$ cat src/rtl/uart_rx_pkg.sv
`default_nettype none
// +----------------------------------------------------------------------+
// | uart_rx_pkg                                                          |
// | Shared receiver state encoding, status bit positions, sel encodings. |
// | Revision: 1.0                                                        |
// +----------------------------------------------------------------------+
package uart_rx_pkg;

  typedef enum logic [2:0] {
    ST_IDLE  = 3'd0,
    ST_START = 3'd1,
    ST_DATA  = 3'd2,
    ST_STOP  = 3'd3,
    ST_BREAK = 3'd4
  } rx_state_t;

  localparam int c_STAT_RXNE = 0;
  localparam int c_STAT_OVR  = 1;
  localparam int c_STAT_FE   = 2;

  localparam logic c_SEL_DATA   = 1'b0;
  localparam logic c_SEL_STATUS = 1'b1;

endpackage
`default_nettype wire

$ cat src/rtl/uart_rx_fifo.sv
`default_nettype none
// +----------------------------------------------------------------------+
// | rx_fifo                                                              |
// | Byte FIFO with show-ahead head; push when full and pop when empty    |
// | are ignored.                                                         |
// | Revision: 1.0                                                        |
// +----------------------------------------------------------------------+
module rx_fifo #(
  parameter int FIFO_LOG2 = 2
) (
  input  logic       clk,
  input  logic       reset,
  input  logic       push,
  input  logic       pop,
  input  logic [7:0] wdata,
  output logic [7:0] rdata,
  output logic       empty,
  output logic       full
);

  localparam int c_DEPTH = 1 << FIFO_LOG2;

  logic [7:0]           r_mem [c_DEPTH];
  logic [FIFO_LOG2-1:0] r_wptr;
  logic [FIFO_LOG2-1:0] r_rptr;
  logic [FIFO_LOG2:0]   r_count;
  logic                 w_do_push;
  logic                 w_do_pop;

  assign empty     = (r_count == '0);
  assign full      = (r_count == (FIFO_LOG2+1)'(c_DEPTH));
  assign w_do_push = push & ~full;
  assign w_do_pop  = pop & ~empty;
  assign rdata     = r_mem[r_rptr];

  always_ff @(posedge clk) begin
    if (w_do_push) begin
      r_mem[r_wptr] <= wdata;
    end
  end

  always_ff @(posedge clk) begin
    if (reset) begin
      r_wptr  <= '0;
      r_rptr  <= '0;
      r_count <= '0;
    end else begin
      if (w_do_push) r_wptr <= r_wptr + FIFO_LOG2'(1);
      if (w_do_pop)  r_rptr <= r_rptr + FIFO_LOG2'(1);
      case ({w_do_push, w_do_pop})
        2'b10:   r_count <= r_count + (FIFO_LOG2+1)'(1);
        2'b01:   r_count <= r_count - (FIFO_LOG2+1)'(1);
        default: r_count <= r_count;
      endcase
    end
  end

endmodule
`default_nettype wire

$ cat src/rtl/uart_rx.sv
`default_nettype none
// +----------------------------------------------------------------------+
// | uart_rx                                                              |
// | 8N1 serial receiver with receive FIFO and CPU data/status registers. |
// | Revision: 1.0                                                        |
// +----------------------------------------------------------------------+
module uart_rx
  import uart_rx_pkg::*;
#(
  parameter int CLKS_PER_BIT = 16,
  parameter int FIFO_LOG2    = 2
) (
  input  logic       clk,
  input  logic       reset,
  input  logic       rx,
  input  logic       cs,
  input  logic       re,
  input  logic       sel,
  output logic [7:0] rdata
);

  localparam int              c_TW   = $clog2(CLKS_PER_BIT);
  localparam logic [c_TW-1:0] c_HALF = c_TW'(CLKS_PER_BIT/2 - 1);
  localparam logic [c_TW-1:0] c_FULL = c_TW'(CLKS_PER_BIT - 1);

  logic            r_sync1;
  logic            r_rxs;
  rx_state_t       r_state, w_state_nxt;
  logic [c_TW-1:0] r_timer, w_timer_nxt;
  logic [2:0]      r_idx, w_idx_nxt;
  logic [7:0]      r_shift, w_shift_nxt;
  logic            w_push;
  logic            w_fe_set;
  logic            r_fe;
  logic            r_ovr;
  logic [7:0]      w_fifo_rdata;
  logic            w_empty;
  logic            w_full;
  logic            w_rd_data;
  logic            w_rd_stat;
  logic [7:0]      w_status;

  assign w_rd_data = cs & re & (sel == c_SEL_DATA);
  assign w_rd_stat = cs & re & (sel == c_SEL_STATUS);

  always_ff @(posedge clk) begin
    if (reset) begin
      r_sync1 <= 1'b1;
      r_rxs   <= 1'b1;
    end else begin
      r_sync1 <= rx;
      r_rxs   <= r_sync1;
    end
  end

  always_ff @(posedge clk) begin
    if (reset) begin
      r_state <= ST_IDLE;
      r_timer <= '0;
      r_idx   <= '0;
      r_shift <= '0;
    end else begin
      r_state <= w_state_nxt;
      r_timer <= w_timer_nxt;
      r_idx   <= w_idx_nxt;
      r_shift <= w_shift_nxt;
    end
  end

  // Every sampling state counts the timer down and acts only when it reaches zero.
  always_comb begin
    w_state_nxt = r_state;
    w_timer_nxt = r_timer;
    w_idx_nxt   = r_idx;
    w_shift_nxt = r_shift;
    w_push      = 1'b0;
    w_fe_set    = 1'b0;
    case (r_state)
      ST_IDLE: begin
        if (!r_rxs) begin
          w_state_nxt = ST_START;
          w_timer_nxt = c_HALF;
        end
      end
      ST_START: begin
        if (r_timer != '0) begin
          w_timer_nxt = r_timer - c_TW'(1);
        end else if (!r_rxs) begin
          w_state_nxt = ST_DATA;
          w_timer_nxt = c_FULL;
          w_idx_nxt   = 3'd0;
        end else begin
          w_state_nxt = ST_IDLE;
        end
      end
      ST_DATA: begin
        if (r_timer != '0) begin
          w_timer_nxt = r_timer - c_TW'(1);
        end else begin
          w_shift_nxt[r_idx] = r_rxs;
          w_timer_nxt        = c_FULL;
          if (r_idx == 3'd7) w_state_nxt = ST_STOP;
          else               w_idx_nxt   = r_idx + 3'd1;
        end
      end
      ST_STOP: begin
        if (r_timer != '0) begin
          w_timer_nxt = r_timer - c_TW'(1);
        end else if (r_rxs) begin
          w_push      = 1'b1;
          w_state_nxt = ST_IDLE;
        end else begin
          w_fe_set    = 1'b1;
          w_state_nxt = ST_BREAK;
        end
      end
      ST_BREAK: begin
        if (r_rxs) w_state_nxt = ST_IDLE;
      end
      default: w_state_nxt = ST_IDLE;
    endcase
  end

  rx_fifo #(
    .FIFO_LOG2(FIFO_LOG2)
  ) u_fifo (
    .clk  (clk),
    .reset(reset),
    .push (w_push),
    .pop  (w_rd_data & ~w_empty),
    .wdata(r_shift),
    .rdata(w_fifo_rdata),
    .empty(w_empty),
    .full (w_full)
  );

  always_comb begin
    w_status              = 8'h00;
    w_status[c_STAT_RXNE] = ~w_empty;
    w_status[c_STAT_OVR]  = r_ovr;
    w_status[c_STAT_FE]   = r_fe;
  end

  // Setting a flag takes priority over the clear-on-status-read.
  always_ff @(posedge clk) begin
    if (reset) begin
      r_fe  <= 1'b0;
      r_ovr <= 1'b0;
      rdata <= 8'h00;
    end else begin
      if (w_fe_set)             r_fe <= 1'b1;
      else if (w_rd_stat)       r_fe <= 1'b0;
      if (w_push && w_full)     r_ovr <= 1'b1;
      else if (w_rd_stat)       r_ovr <= 1'b0;
      if (w_rd_data)            rdata <= w_empty ? 8'h00 : w_fifo_rdata;
      else if (w_rd_stat)       rdata <= w_status;
    end
  end

endmodule
`default_nettype wire

$ cat config.mk
export PLATFORM = sky130hd
export DESIGN_NAME = uart_rx
export DESIGN_NICKNAME = d
export VERILOG_FILES = /design/src/rtl/uart_rx_pkg.sv /design/src/rtl/uart_rx_fifo.sv /design/src/rtl/uart_rx.sv
export SDC_FILE = /design/constraint.sdc
export NUM_CORES = 1
export LEC_CHECK = 0
export ABC_AREA = 1
export BUFFER_PORTS_ARGS = -buffer_cell sky130_fd_sc_hd__buf_2
export CORE_ASPECT_RATIO = 0.5
export CORE_MARGIN = 2
export CORE_UTILIZATION = 55
export DETAILED_ROUTE_END_ITERATION = 10
export GPL_TIMING_DRIVEN = 0
export PLACE_DENSITY = 0.74
export SLEW_MARGIN = 20
export SYNTH_ARGS = -nofsm -noshare
export SYNTH_HDL_FRONTEND = slang
export SYNTH_SLANG_ARGS = --single-unit
export TNS_END_PERCENT = 30
$ cat constraint.sdc
create_clock -name clk -period 3.3 [get_ports clk]
set_input_delay 0.165 -clock clk [delete_from_list [all_inputs] [get_ports clk]]
set_output_delay 0.165 -clock clk [all_outputs]
set_load 0.005 [all_outputs]
; After elaboration in Yosys (flattened, before gate mapping)
; Memory sizes are Yosys's and may differ from the RTL's. A register that Yosys moved wholly into a read port is not among the register bits.
; Cells that the tools add are included.
[word_totals]
register_bits = 37
ram_bits = 32
inputBits = 6
output_inout_bits = 8
word_cells = 104
memories = 1
[op_classes]
add_sub_neg = 6
n_lt_le_gt_ge = 2
n_eq_ne = 18
muxes = 40
n_bitwise = 10
reduce_logical = 15
[memory_table]
columns = memory, words, width, rd, rd_ports_with_merged_regs, write_ports, line
row1 = u_fifo.r_mem, 4, 8, 1, 1, 1, uart_rx_fifo.sv:23  ; logic [7:0] r_mem [c_DEPTH];
[op_table]
columns = op, count
row1 = 2-to-1 mux 3 bit, 11
row2 = 2-to-1 mux 8 bit, 3
row3 = 2-to-1 mux 4 bit, 5
row4 = != test 2 bit (second input constant), 9
row5 = one-hot mux 4 bit (4 select lines), 1
row6 = one-hot mux 3 bit (5 select lines), 1
row7 = 2-to-1 mux 1 bit, 12
row8 = one-hot mux 3 bit (2 select lines), 2
row9 = nonzero test 2 bit, 5
row10 = == test 3 bit (second input constant), 3
row11 = bitwise mux 8 bit, 1
row12 = nonzero test 4 bit, 2
row13 = adder 3 x 1 -> 3 bit (second input constant), 2
row14 = bitwise AND 1 bit, 6
row15 = == test 3 x 2 -> 1 bit (second input constant), 2
row16 = logical NOT 3 bit, 2
row17 = 2-to-1 mux 2 bit, 3
row18 = AND reduction 6 bit, 1
row19 = AND reduction 5 bit, 1
row20 = adder 2 x 1 -> 2 bit (second input constant), 2
row21 = less-than comparator 3 x 4 -> 1 bit (second input constant), 1
row22 = inverter 1 bit, 4
row23 = AND reduction 4 bit, 1
row24 = subtractor 4 x 1 -> 4 bit (second input constant), 1
row25 = 9 further kinds, 10

; Depth between registers and ports, before layout
; Gate-level depths: netlist of the first run.
[depth]
ltp_word = 6
ltp_mapped = 14
depth_no_buf = 14

; Modules after synthesis
; A second synthesis of the first run with hierarchy kept.
[unflattened]
cells_unflattened = 349
area_unflattened_um2 = 3098.0
[by_module_without_submodules]
columns = mod, instances, cells_each, area_per_inst_um2, seq_area_each_um2
row1 = rx_fifo, 1, 146, 1691.6, 1141.1
row2 = uart_rx, 1, 203, 1406.3, 600.6

; Worst setup path before layout of the first run
; OpenSTA, ideal clock, no wires.
[synth_timing]
path_kind = flip-flop to flip-flop
from = register r_timer[0]
to = register u_fifo.r_count[2]
arrival_ps = 2011
setup_slack_ps = 1166
stages_incl_launch_ff = 15
n_path_buf = 0
period_less_slack_ps = 2134
path_cell_list = dfxtp_1 -> inv_1 -> ha_1 -> nand2_1 -> nor2_1 -> nand2_2 -> nor3_2 -> inv_2 -> ha_1 -> inv_1 -> fa_1 -> a21oi_1 -> o21ai_0 -> o21ai_0 -> a21oi_1
[synth_between]
elab_chain_cells = 6
elab_cells_between_ends = 8
cone_classes = eq/ne: 2 / mux: 3 / bitwise: 1 / reduce/logical: 2
[synth_lines]
columns = item, line
row1 = "start, declared", uart_rx.sv:29  ; logic [c_TW-1:0] r_timer, w_timer_nxt;
row2 = "start signal, assigned", uart_rx.sv:64  ; r_timer <= w_timer_nxt;
row3 = nonzero test 4 bit *, uart_rx.sv:107  ; if (r_timer != '0) begin
row4 = 2-to-1 mux 1 bit *, uart_rx.sv:107
row5 = 2-to-1 mux 1 bit *, uart_rx.sv:78  ; case (r_state)
row6 = bitwise AND 1 bit *, uart_rx_fifo.sv:32  ; assign w_do_push = push & ~full;
row7 = == test 2 x 1 -> 1 bit / == test 2 bit (equally long branches), uart_rx_fifo.sv:50  ; case ({w_do_push, w_do_pop})
row8 = one-hot mux 3 bit (2 select lines) / nonzero test 2 bit (equally long branches), n/a
row9 = "end signal, assigned", uart_rx_fifo.sv:51  ; 2'b10: r_count <= r_count + (FIFO_LOG2+1)'(1);
row10 = "end signal, assigned", uart_rx_fifo.sv:52  ; 2'b01: r_count <= r_count - (FIFO_LOG2+1)'(1);
row11 = "end signal, assigned", uart_rx_fifo.sv:53  ; default: r_count <= r_count;
row12 = "end, declared", uart_rx_fifo.sv:26  ; logic [FIFO_LOG2:0] r_count;
; Every way passes the cells marked *; elsewhere a longest branch is shown, timed or not.
; A chain may end at the register's enable or synchronous reset.

; Final worst setup path of the first run
[layout_timing]
from = register r_timer[0]
to = memory u_fifo.r_mem[2][2] (enable)
[layout_between]
elab_chain_cells = 6
[layout_lines]
columns = item, line
row1 = nonzero test 4 bit, uart_rx.sv:107
row2 = 2-to-1 mux 1 bit, uart_rx.sv:107
row3 = 2-to-1 mux 1 bit, uart_rx.sv:78
row4 = bitwise AND 1 bit, uart_rx_fifo.sv:32
row5 = 2-to-1 mux 1 bit, uart_rx_fifo.sv:37  ; if (w_do_push) begin
row6 = 2-to-1 mux 1 bit (not written as such), uart_rx_fifo.sv:38  ; r_mem[r_wptr] <= wdata;
row7 = "end, declared", uart_rx_fifo.sv:23
; No other way between the ends.

==> flow_summary_export.csv, run 1 <==
group,metric,value,unit
outcome,status,"completed",
route,totalWireLength,6.13,mm
clock_tree,cts_tree,"yes",
clock_tree,clk_latency,0.34,ns
clock_tree,clock_sinks,71,
sta,final.setup.tns,0,ns
synthesis,synth_nets,362,
worst_setup_path,critPathMaxFanout,8,
sta,worstMarginPinSlew,0.839,ns
route,viasPerCell,5.26,
clock_tree,root_buffer,"clkbuf_8",
worst_setup_path,critPathCaptureType,"register",
sta,rsz0062_at_grt,"false",
layout,layout.nets,387,
route,drtIter0Drc,131,
global_routing,grt_pass1_wl,10.2,mm
global_routing,grt-ovfl-total,0,
worst_setup_path,critical_path_arrival,2.46,ns
sta,finalCritPeriodShare,75.6,%
sta,hold_viol_final,0,
clock_tree,cts_setup_buffers,0,
clock_tree,cts.clk_slew.worst_paths,0.07,ns
power,leakagePower,1.39,nW
power,cellPowerDensity,624,nW/um2
hold_path,hold_class,"in2reg",
die,core_area,5420,um2
sta,fmax,401,MHz
synthesis,ys_ff_latch,71,
layout,mostFrequentLayoutCell,"nor2_1",
clock_tree,cts_resized,0,
layout,drive_gt1_share,12.0,%
sta,whs,0.150,ns
layout,stdcell_count,449,
synthesis,ys_seq_area_share,56.9,%
route,post-route-drc-count,0,
layout,mostFrequentLayoutCells,"60 x nor2_1, 46 x nand2_1, 39 x inv_1, 39 x dfxtp_1, 32 x edfxtp_1",
power,irDropWorstVdd,0.338,mV
worst_setup_path,criticalPathCategory,"reg2reg",
synthesis,yosysUniqueCellTypes,28,
global_routing,antenna_found_initial,0,
place,dp_cells,432,
sta,relSlewSlack,43.9,%
place,dp_hpwl,4.32,mm
die,die_h,56.8,um
die,rows,19,
die,io_pins,14,
global_routing,grt_usage,22.2,%
die,die_x,110,um
clock_tree,cts_hold_buf,1,
route,wl_per_cell,13.7,um
sta,clock_skew,0.00999,ns
global_routing,grt_max_degree,13,
sta,setup_viol,0,
sta,final.min_clock_period,2.49,ns
worst_setup_path,critPathRequiredTime,3.26,ns
place,port-buffer-count,13,
die,die_area,6220,um2
flow_run,drv_cap,0,
route,vias,2363,
worst_setup_path,cp-start-kind,"register",
global_routing,grt_pass1_vias,2214,
synthesis,syn_inst,346,
clock_tree,htree_levels,3,
route,firstDrtPassIters,5,
layout,antenna_cells,0,
synthesis,syn_avg_cell_area,8.85,um2
synthesis,yosys_warnings,0,
synthesis,syn_area,3060,um2
die,start_util,56.5,%
clock_tree,cts.path.max_buffers,2,
place,place_congestion,0.857,
route,ant_nets,0,
clock_tree,cts_buffers,9,
sta,drv_slew,0,
layout,syn_to_final_growth,12.7,%
-- sequential cells by signal, indices dropped and copies added, names as in the netlist, named ones only --
name / flops
u_fifo.r_mem: 32
u_fifo.r_wptr: 2
rdata: 8
r_sync1: 1
u_fifo.r_count: 3
r_rxs: 1
r_shift: 8
u_fifo.r_rptr: 2
r_state: 3
r_fe: 1
r_idx: 3
r_ovr: 1
r_timer: 4
-- where the power goes --
group | switching, mW | leakage, nW | internal, mW
clock network | 0.313 | 0.110 | 0.446
registers | 0.0368 | 0.650 | 0.955
logic | 0.273 | 0.633 | 0.130
-- through the flow --
| step | utilization [%] | cell area, um2 | worst slack [ns] | total power [mW] |
|---|---|---|---|---|
| 3_3_place_gp | 59.4 | 3220 | 0.886 | 1.39 |
| 2_1_floorplan | - | 3060 | 1.17 | 1.33 |
| 6_report | 63.7 | 3450 | 0.807 | 2.15 |
| 3_5_place_dp | 59.4 | 3220 | 0.820 | 1.41 |
| 4_1_cts | 63.7 | 3450 | 0.792 | 2.17 |
| 5_1_grt | 63.7 | 3450 | 0.574 | 2.27 |
-- routing by layer --
layer | part of all wire, % | vias up | wire length (um) | GRT usage, %
li1 | - | 1203 | - | -
met1 | 46 | 1096 | 2800 | 27.5
met3 | 5.5 | 9 | 335 | 7.78
met4 | 1.5 | 0 | 93 | 7.78
met5 | 0 | - | 0 | 0
met2 | 47 | 55 | 2900 | 36.1
-- kinds of logic after synthesis --
family	after synthesis	share of synthesized area, %
AND/OR/NAND/NOR	142	19.9
AO/OA/AOI/OAI	75	12.9
flip-flops	71	56.9
buffers and inverters	48	6.00
adder cells (fa/ha/maj)	10	4.33
-- layout make-up --
cell class | count | area (um2)
multi-input combinational | 227 | 1140
fill | 426 | 1970
buffer | 7 | 30.0
inverter | 41 | 154
sequential | 71 | 1740
tap | 73 | 91.3
clock buffer | 11 | 141
clock inverter | 5 | 81.3
timing repair buffer | 14 | 75.1
-- cell usage after synthesis --
master    count  area share, %
ha_1          9            3.7
a21oi_1      29            4.7
a31oi_1       1           0.20
nor3_1        5           0.82
edfxtp_1     32             31
nand4_1       2           0.41
buf_1         1           0.12
o22ai_1       7            1.4
o21ai_0      31            5.1
inv_2         2           0.25
inv_1        39            4.8
nand3_1      18            2.9
clkbuf_1      3           0.37
o211ai_1      1           0.25
or2_2         3           0.61
o21ai_1       3           0.49
nand2_4       1           0.37
o21ai_2       1           0.29
nor2_4        1           0.37
nor3_2        1           0.33
nand2_1      46            5.6
buf_2         3           0.49
a22oi_1       2           0.49
dfxtp_1      39             25
nor2_2        1           0.20
nand2_2       4           0.82
fa_1          1           0.65
nor2_1       60            7.4
-- worst max-delay path, stage by stage, from the launching register on --
cell and delay (ns):
dfxtp_1 0.33, inv_1 0.12, ha_1 0.21, nand2_1 0.06
nor2_1 0.25, nand2_2 0.14, nor3_2 0.22, inv_2 0.12
nor2_1 0.66
-- worst paths after layout --
kind	startpoint	endpoint	slack [ns]	cells after the start
max	r_timer[0]	u_fifo.r_mem[2][2]	0.81	8
min	sel	rdata[0]	0.15	3
min reg2reg	r_sync1	r_rxs	0.41	1
max reg2reg	r_timer[0]	u_fifo.r_mem[2][2]	0.81	8
(Power assumes the default switching activity.)
==> run 2, diff against run 1 <==
- clock period: 3.3 -> 2.3 ns (I/O delays scaled with it)
==> run 2 against run 1 <==
Compared with the run above:
- sequential power grew 44%
- die area is the same
- sequential share of layout area decreased by 1.2 points
- clock skew fell by 0.00097 ns
- critical path depth increased by 6
- register-to-register slack got worse by 0.71 ns
- power rose by 47%
- fmax rose by 13%
- combinational power is 61% higher
- clock power increased by 44%
- first-iteration DRC count fell by 9.9%
- highest routed layer unchanged
==> flow_summary_export.csv, run 2 (synthesis results as in run 1) <==
group,metric,value,unit
route,wl_per_cell,13.9,um
layout,mostFrequentLayoutCells,"56 x nor2_1, 46 x nand2_1, 38 x dfxtp_1",
die,rows,19,
worst_setup_path,criticalPathCategory,"reg2reg",
clock_tree,cts_tree,"yes",
layout,regMostFlops,"u_fifo.r_mem",
layout,antenna_cells,0,
power,cellPowerDensity,896,nW/um2
hold_path,hold_class,"in2reg",
die,die_x,110,um
route,post-route-drc-count,0,
layout,drive_gt1_share,16.0,%
worst_setup_path,critPathRequiredTime,2.53,ns
place,place_congestion,0.857,
die,core_area,5420,um2
global_routing,grt_max_degree,13,
sta,setup_viol,0,
outcome,status,"completed",
die,start_util,56.5,%
flow_run,drv_cap,0,
power,p_sw,0.930,mW
global_routing,grt_usage,22.4,%
worst_setup_path,critical_path_arrival,2.44,ns
route,vias,2404,
clock_tree,htree_levels,3,
clock_tree,clock_sinks,71,
sta,final.min_clock_period,2.20,ns
sta,clock_skew,0.00903,ns
layout,fin_util,65.3,%
global_routing,grt_pass1_vias,2245,
place,dp_hpwl,4.32,mm
worst_setup_path,critPathCaptureType,"register",
power,leakagePower,1.42,nW
layout,stdcell_count,454,
clock_tree,cts.clk_slew.worst_paths,0.07,ns
layout,top_regs,"u_fifo.r_mem: 32 flops, r_shift: 8 flops, rdata: 8 flops",
power,internal-power,2.24,mW
sta,worstMarginPinSlew,0.771,ns
layout,largest_reg_flops,32,
clock_tree,root_buffer,"clkbuf_8",
route,firstDrtPassIters,4,
place,port-buffer-count,13,
global_routing,grt_pass1_wl,10.3,mm
layout,layout.nets,392,
power,netSwitchingFraction,29.3,%
route,ant_nets,0,
die,die_h,56.8,um
clock_tree,cts_buffers,9,
power,seqPwrFrac,45.1,%
place,dp_cells,432,
die,die_area,6220,um2
layout,mostFrequentLayoutCell,"nor2_1",
global_routing,antenna_found_initial,0,
sta,hold_viol_final,0,
sta,drv_slew,0,
layout,fillers,414,
power,clkPwrFrac,34.5,%
clock_tree,cts.path.max_buffers,2,
route,viasPerCell,5.30,
sta,relSlewSlack,48.4,%
layout,syn_to_final_growth,15.5,%
sta,fmax,454,MHz
worst_setup_path,critPathMaxFanout,6,
power,power_frac_comb,20.4,%
route,totalWireLength,6.30,mm
sta,finalCritPeriodShare,95.8,%
route,drtIter0Drc,118,
clock_tree,clk_latency,0.35,ns
worst_setup_path,cp-start-kind,"register",
global_routing,grt-ovfl-total,0,
die,io_pins,14,
power,irDropWorstVdd,0.484,mV
run 2: cell count changes in the layout (fill, tap and decap cells not counted), sizes merged:
cell    before  now
buf         17   21
clkbuf      14   15
run 2: what timing repair did:
action | CTS | global route
resized for setup | 10 | 8
hold buffers | 1 | 0
endpoints found under the setup margin | 34 | 26
endpoints found under the hold margin | 1 | 0
setup buffers | 1 | 4
pin swaps | 2 | 2
run 2: through the flow:
| stage | setup slack [ns] | TNS (ns) | hold slack [ns] | power, mW | instance area [um2] |
|---|---|---|---|---|---|
| 4_1_cts | 0.0189 | 0 | 0.0830 | 3.14 | 3480 |
| 6_report | 0.0964 | 0 | 0.0940 | 3.17 | 3540 |
| 5_1_grt | -0.0129 | -0.0129 | 0.121 | 3.33 | 3540 |
| 3_3_place_gp | -0.114 | -3.32 | 0.303 | 2.00 | 3220 |
| 3_5_place_dp | -0.180 | -5.05 | 0.301 | 2.02 | 3220 |
| 2_1_floorplan | 0.166 | 0 | 0.219 | 1.90 | 3060 |
run 2: metal layers:
metal  GRT usage, %  vias up  wire length [um]
li1               -     1217                 -
met1           27.6     1118              2880
met2           36.8       59              3010
met3           7.78       10               307
met4           7.78        0               107
met5              0        -                 0
run 2: final cells by class:
type | instances | area (um2) | area share (%)
timing repair buffer | 19 | 113 | 3.18
sequential | 71 | 1740 | 49.3
clock inverter | 5 | 81.3 | 2.30
inverter | 41 | 154 | 4.35
clock buffer | 11 | 141 | 4.00
tap | 73 | 91.3 | 2.58
buffer | 7 | 32.5 | 0.919
multi-input combinational | 227 | 1180 | 33.4
run 2: critical path, stage by stage (launching register included):
cell and delay [ns]:
dfxtp_1 0.35, inv_2 0.07, ha_4 0.17, nand2_1 0.10
nor2_4 0.06, nand2_4 0.09, nor3_4 0.05, inv_2 0.14
ha_1 0.18, inv_2 0.06, fa_2 0.41, a21oi_2 0.16
o21ai_1 0.09, o21ai_1 0.12, a21oi_1 0.05
run 2: power groups by stage:
stage	Clock, mW	Combinational, mW	Sequential [mW]
4_1_cts	1.11	0.604	1.43
5_1_grt	1.16	0.731	1.44
3_5_place_dp	0	0.573	1.45
2_1_floorplan	0	0.465	1.44
3_3_place_gp	0	0.552	1.45
6_report	1.09	0.647	1.43
run 2: worst paths after layout:
| kind | startpoint | to | slack [ns] | cells after the start |
|---|---|---|---|---|
| worst min-delay path | sel | rdata[0] | 0.09 | 3 |
| worst max register to register | r_timer[1] | u_fifo.r_count[2] | 0.1 | 14 |
| worst min register to register | r_sync1 | r_rxs | 0.41 | 1 |
| worst max-delay path | r_timer[1] | u_fifo.r_count[2] | 0.1 | 14 |
==> run 3, diff against run 2 <==
- BUFFER_PORTS_ARGS: -buffer_cell sky130_fd_sc_hd__buf_2 -> -buffer_cell sky130_fd_sc_hd__buf_4
==> run 3 against run 2 <==
Compared with the run above:
- final area is 0.28% higher
- register-to-register slack hardly changed
- worst setup slack better by 0.0070 ns
- combinational power is 2% higher
- final cell count is 0.44% lower
- sequential power hardly changed
- clock skew is 0.0017 ns higher
- first-iteration DRC count is 38% higher
- critical path depth stayed put
- utilization is 0.18 points higher
- die area stayed put
- clock-buffer cell count is 2 lower
- critical path type unchanged
- critical endpoint unchanged
- largest power group unchanged
- highest routed layer unchanged
==> flow_summary_export.csv, run 3 (synthesis results as in run 1) <==
group,metric,value,unit
layout,layout.nets,390,
worst_setup_path,critPathCaptureType,"register",
route,wl_per_cell,14.1,um
clock_tree,cts_tree,"yes",
worst_setup_path,cp-start-kind,"register",
sta,relSlewSlack,46.1,%
route,ant_nets,0,
global_routing,grt-ovfl-total,0,
route,totalWireLength,6.37,mm
die,start_util,56.5,%
place,port-buffer-count,13,
worst_setup_path,critPathMostFrequentCell,"inv_2",
worst_setup_path,critical_path_arrival,2.43,ns
clock_tree,cts.clk_slew.worst_paths,0.07,ns
clock_tree,root_buffer,"clkbuf_8",
die,die_area,6220,um2
sta,setup_viol,0,
layout,antenna_cells,0,
sta,final.min_clock_period,2.20,ns
clock_tree,clk_latency,0.35,ns
place,place_congestion,0.873,
route,met2WireLength,3.03,mm
layout,fillers,444,
die,die_h,56.8,um
sta,hold_viol_final,0,
route,viasPerCell,5.38,
route,firstDrtPassIters,4,
power,leakagePower,1.41,nW
clock_tree,cts_buffers,9,
sta,finalCritPeriodShare,95.5,%
power,cellPowerDensity,887,nW/um2
layout,mostFrequentLayoutCells,"57 x nor2_1, 45 x nand2_1, 38 x dfxtp_1",
clock_tree,htree_levels,3,
worst_setup_path,criticalPathCategory,"reg2reg",
sta,drv_slew,0,
global_routing,grt_usage,22.6,%
layout,largest_reg_flops,32,
power,irDropWorstVdd,0.634,mV
clock_tree,clock_sinks,71,
route,vias,2431,
layout,drive_gt1_share,15.3,%
layout,syn_to_final_growth,15.8,%
die,die_x,110,um
worst_setup_path,critPathRequiredTime,2.53,ns
place,dp_hpwl,4.44,mm
sta,worstMarginPinSlew,0.805,ns
route,post-route-drc-count,0,
sta,clock_skew,0.0108,ns
worst_setup_path,critPathMaxFanout,7,
route,highest_layer,"met4",
worst_setup_path,crit_slowest_cell,"fa_2",
die,io_pins,14,
worst_setup_path,crit_chain,"inv_2 -> ha_4 -> nand2_2 -> nor2_4 -> nand2_4 -> nor3_4 -> inv_2 -> ha_2 -> inv_2 -> fa_2 -> a21oi_1 -> o21ai_1 -> o21ai_1 -> a21oi_1",
global_routing,grt_max_degree,13,
layout,top_regs,"u_fifo.r_mem: 32 flops, r_shift: 8 flops, rdata: 8 flops",
flow_run,drv_cap,0,
outcome,status,"completed",
power,p_total,3.15,mW
global_routing,grt_pass1_wl,10.4,mm
route,m1WireLength,2.81,mm
sta,rsz0062_at_grt,"false",
sta,fmax,455,MHz
global_routing,antenna_found_initial,0,
die,rows,19,
clock_tree,cts.path.max_buffers,2,
layout,mostFrequentLayoutCell,"nor2_1",
worst_setup_path,slowest_delay,0.39,ns
route,wl_met3,397,um
die,core_area,5420,um2
sta,final.setup.tns,0,ns
global_routing,grt_pass1_vias,2356,
hold_path,hold_class,"in2reg",
layout,regMostFlops,"u_fifo.r_mem",
route,drtIter0Drc,163,
==> run 3: changes by cell type in the layout (fill, tap and decap cells not counted), sizes merged <==
cell	delta
buf	-1
clkinv	+2
clkbuf	-3
==> run 3: routing by layer <==
metal,up-vias,GRT usage [%]
met1,1141,27.4
met2,66,37.7
li1,1211,-
met3,13,8.25
met4,0,7.23
met5,-,0
==> run 3: stage by stage <==
stage	std cells	hold slack, ns	setup slack, ns	cell area (um2)	utilization (%)
5_1_grt	452	0.109	0.0191	3550	65.5
4_1_cts	451	0.0716	0.0288	3520	64.9
3_5_place_dp	432	0.304	-0.240	3250	60.0
6_report	452	0.0882	0.103	3550	65.5
2_1_floorplan	346	0.219	0.166	3060	-
3_3_place_gp	432	0.300	-0.130	3250	60.0
==> run 3: worst paths after layout <==
kind | from | endpoint | slack (ns) | cells after the start
setup / recovery | r_timer[0] | u_fifo.r_count[2] | 0.10 | 14
hold / removal | sel | rdata[0] | 0.09 | 3
setup reg to reg | r_timer[0] | u_fifo.r_count[2] | 0.10 | 14
hold reg to reg | r_sync1 | r_rxs | 0.41 | 1
==> run 3: layout make-up <==
cell class                      count  area, um2  share of cell area [%]
Buffer                              7       32.5                   0.917
Clock buffer                        9        124                    3.49
Clock inverter                      7       87.6                    2.47
Inverter                           41        154                    4.34
Multi-Input combinational cell    227       1190                    33.4
Sequential cell                    71       1740                    49.1
Tap cell                           73       91.3                    2.57
Timing Repair Buffer               17        130                    3.67
==> run 3: critical path, delay by kind of cell (launching register included) <==
| kind | cells | cell delay [ns] |
|---|---|---|
| buffers and inverters | 3 | 0.25 |
| flip-flops | 1 | 0.35 |
| AO/OA/AOI/OAI | 4 | 0.44 |
| AND/OR/NAND/NOR | 4 | 0.28 |
| adder cells (fa/ha/maj) | 3 | 0.76 |
==> run 3: timing repair <==
item                                    in CTS  in global routing
pin swaps                                    1                  2
endpoints found under the setup margin      34                 34
buffers inserted                             2                  1
resized for setup                           11                  9
hold endpoints to repair                     1                  0
hold buffers                                 1                  0
gates cloned                                 0                  0
==> run 3: where the power goes <==
group          switching [mW]  total (mW)  internal, mW
Clock                   0.458        1.06         0.601
Combinational           0.427       0.660         0.233
Sequential             0.0581        1.43          1.37
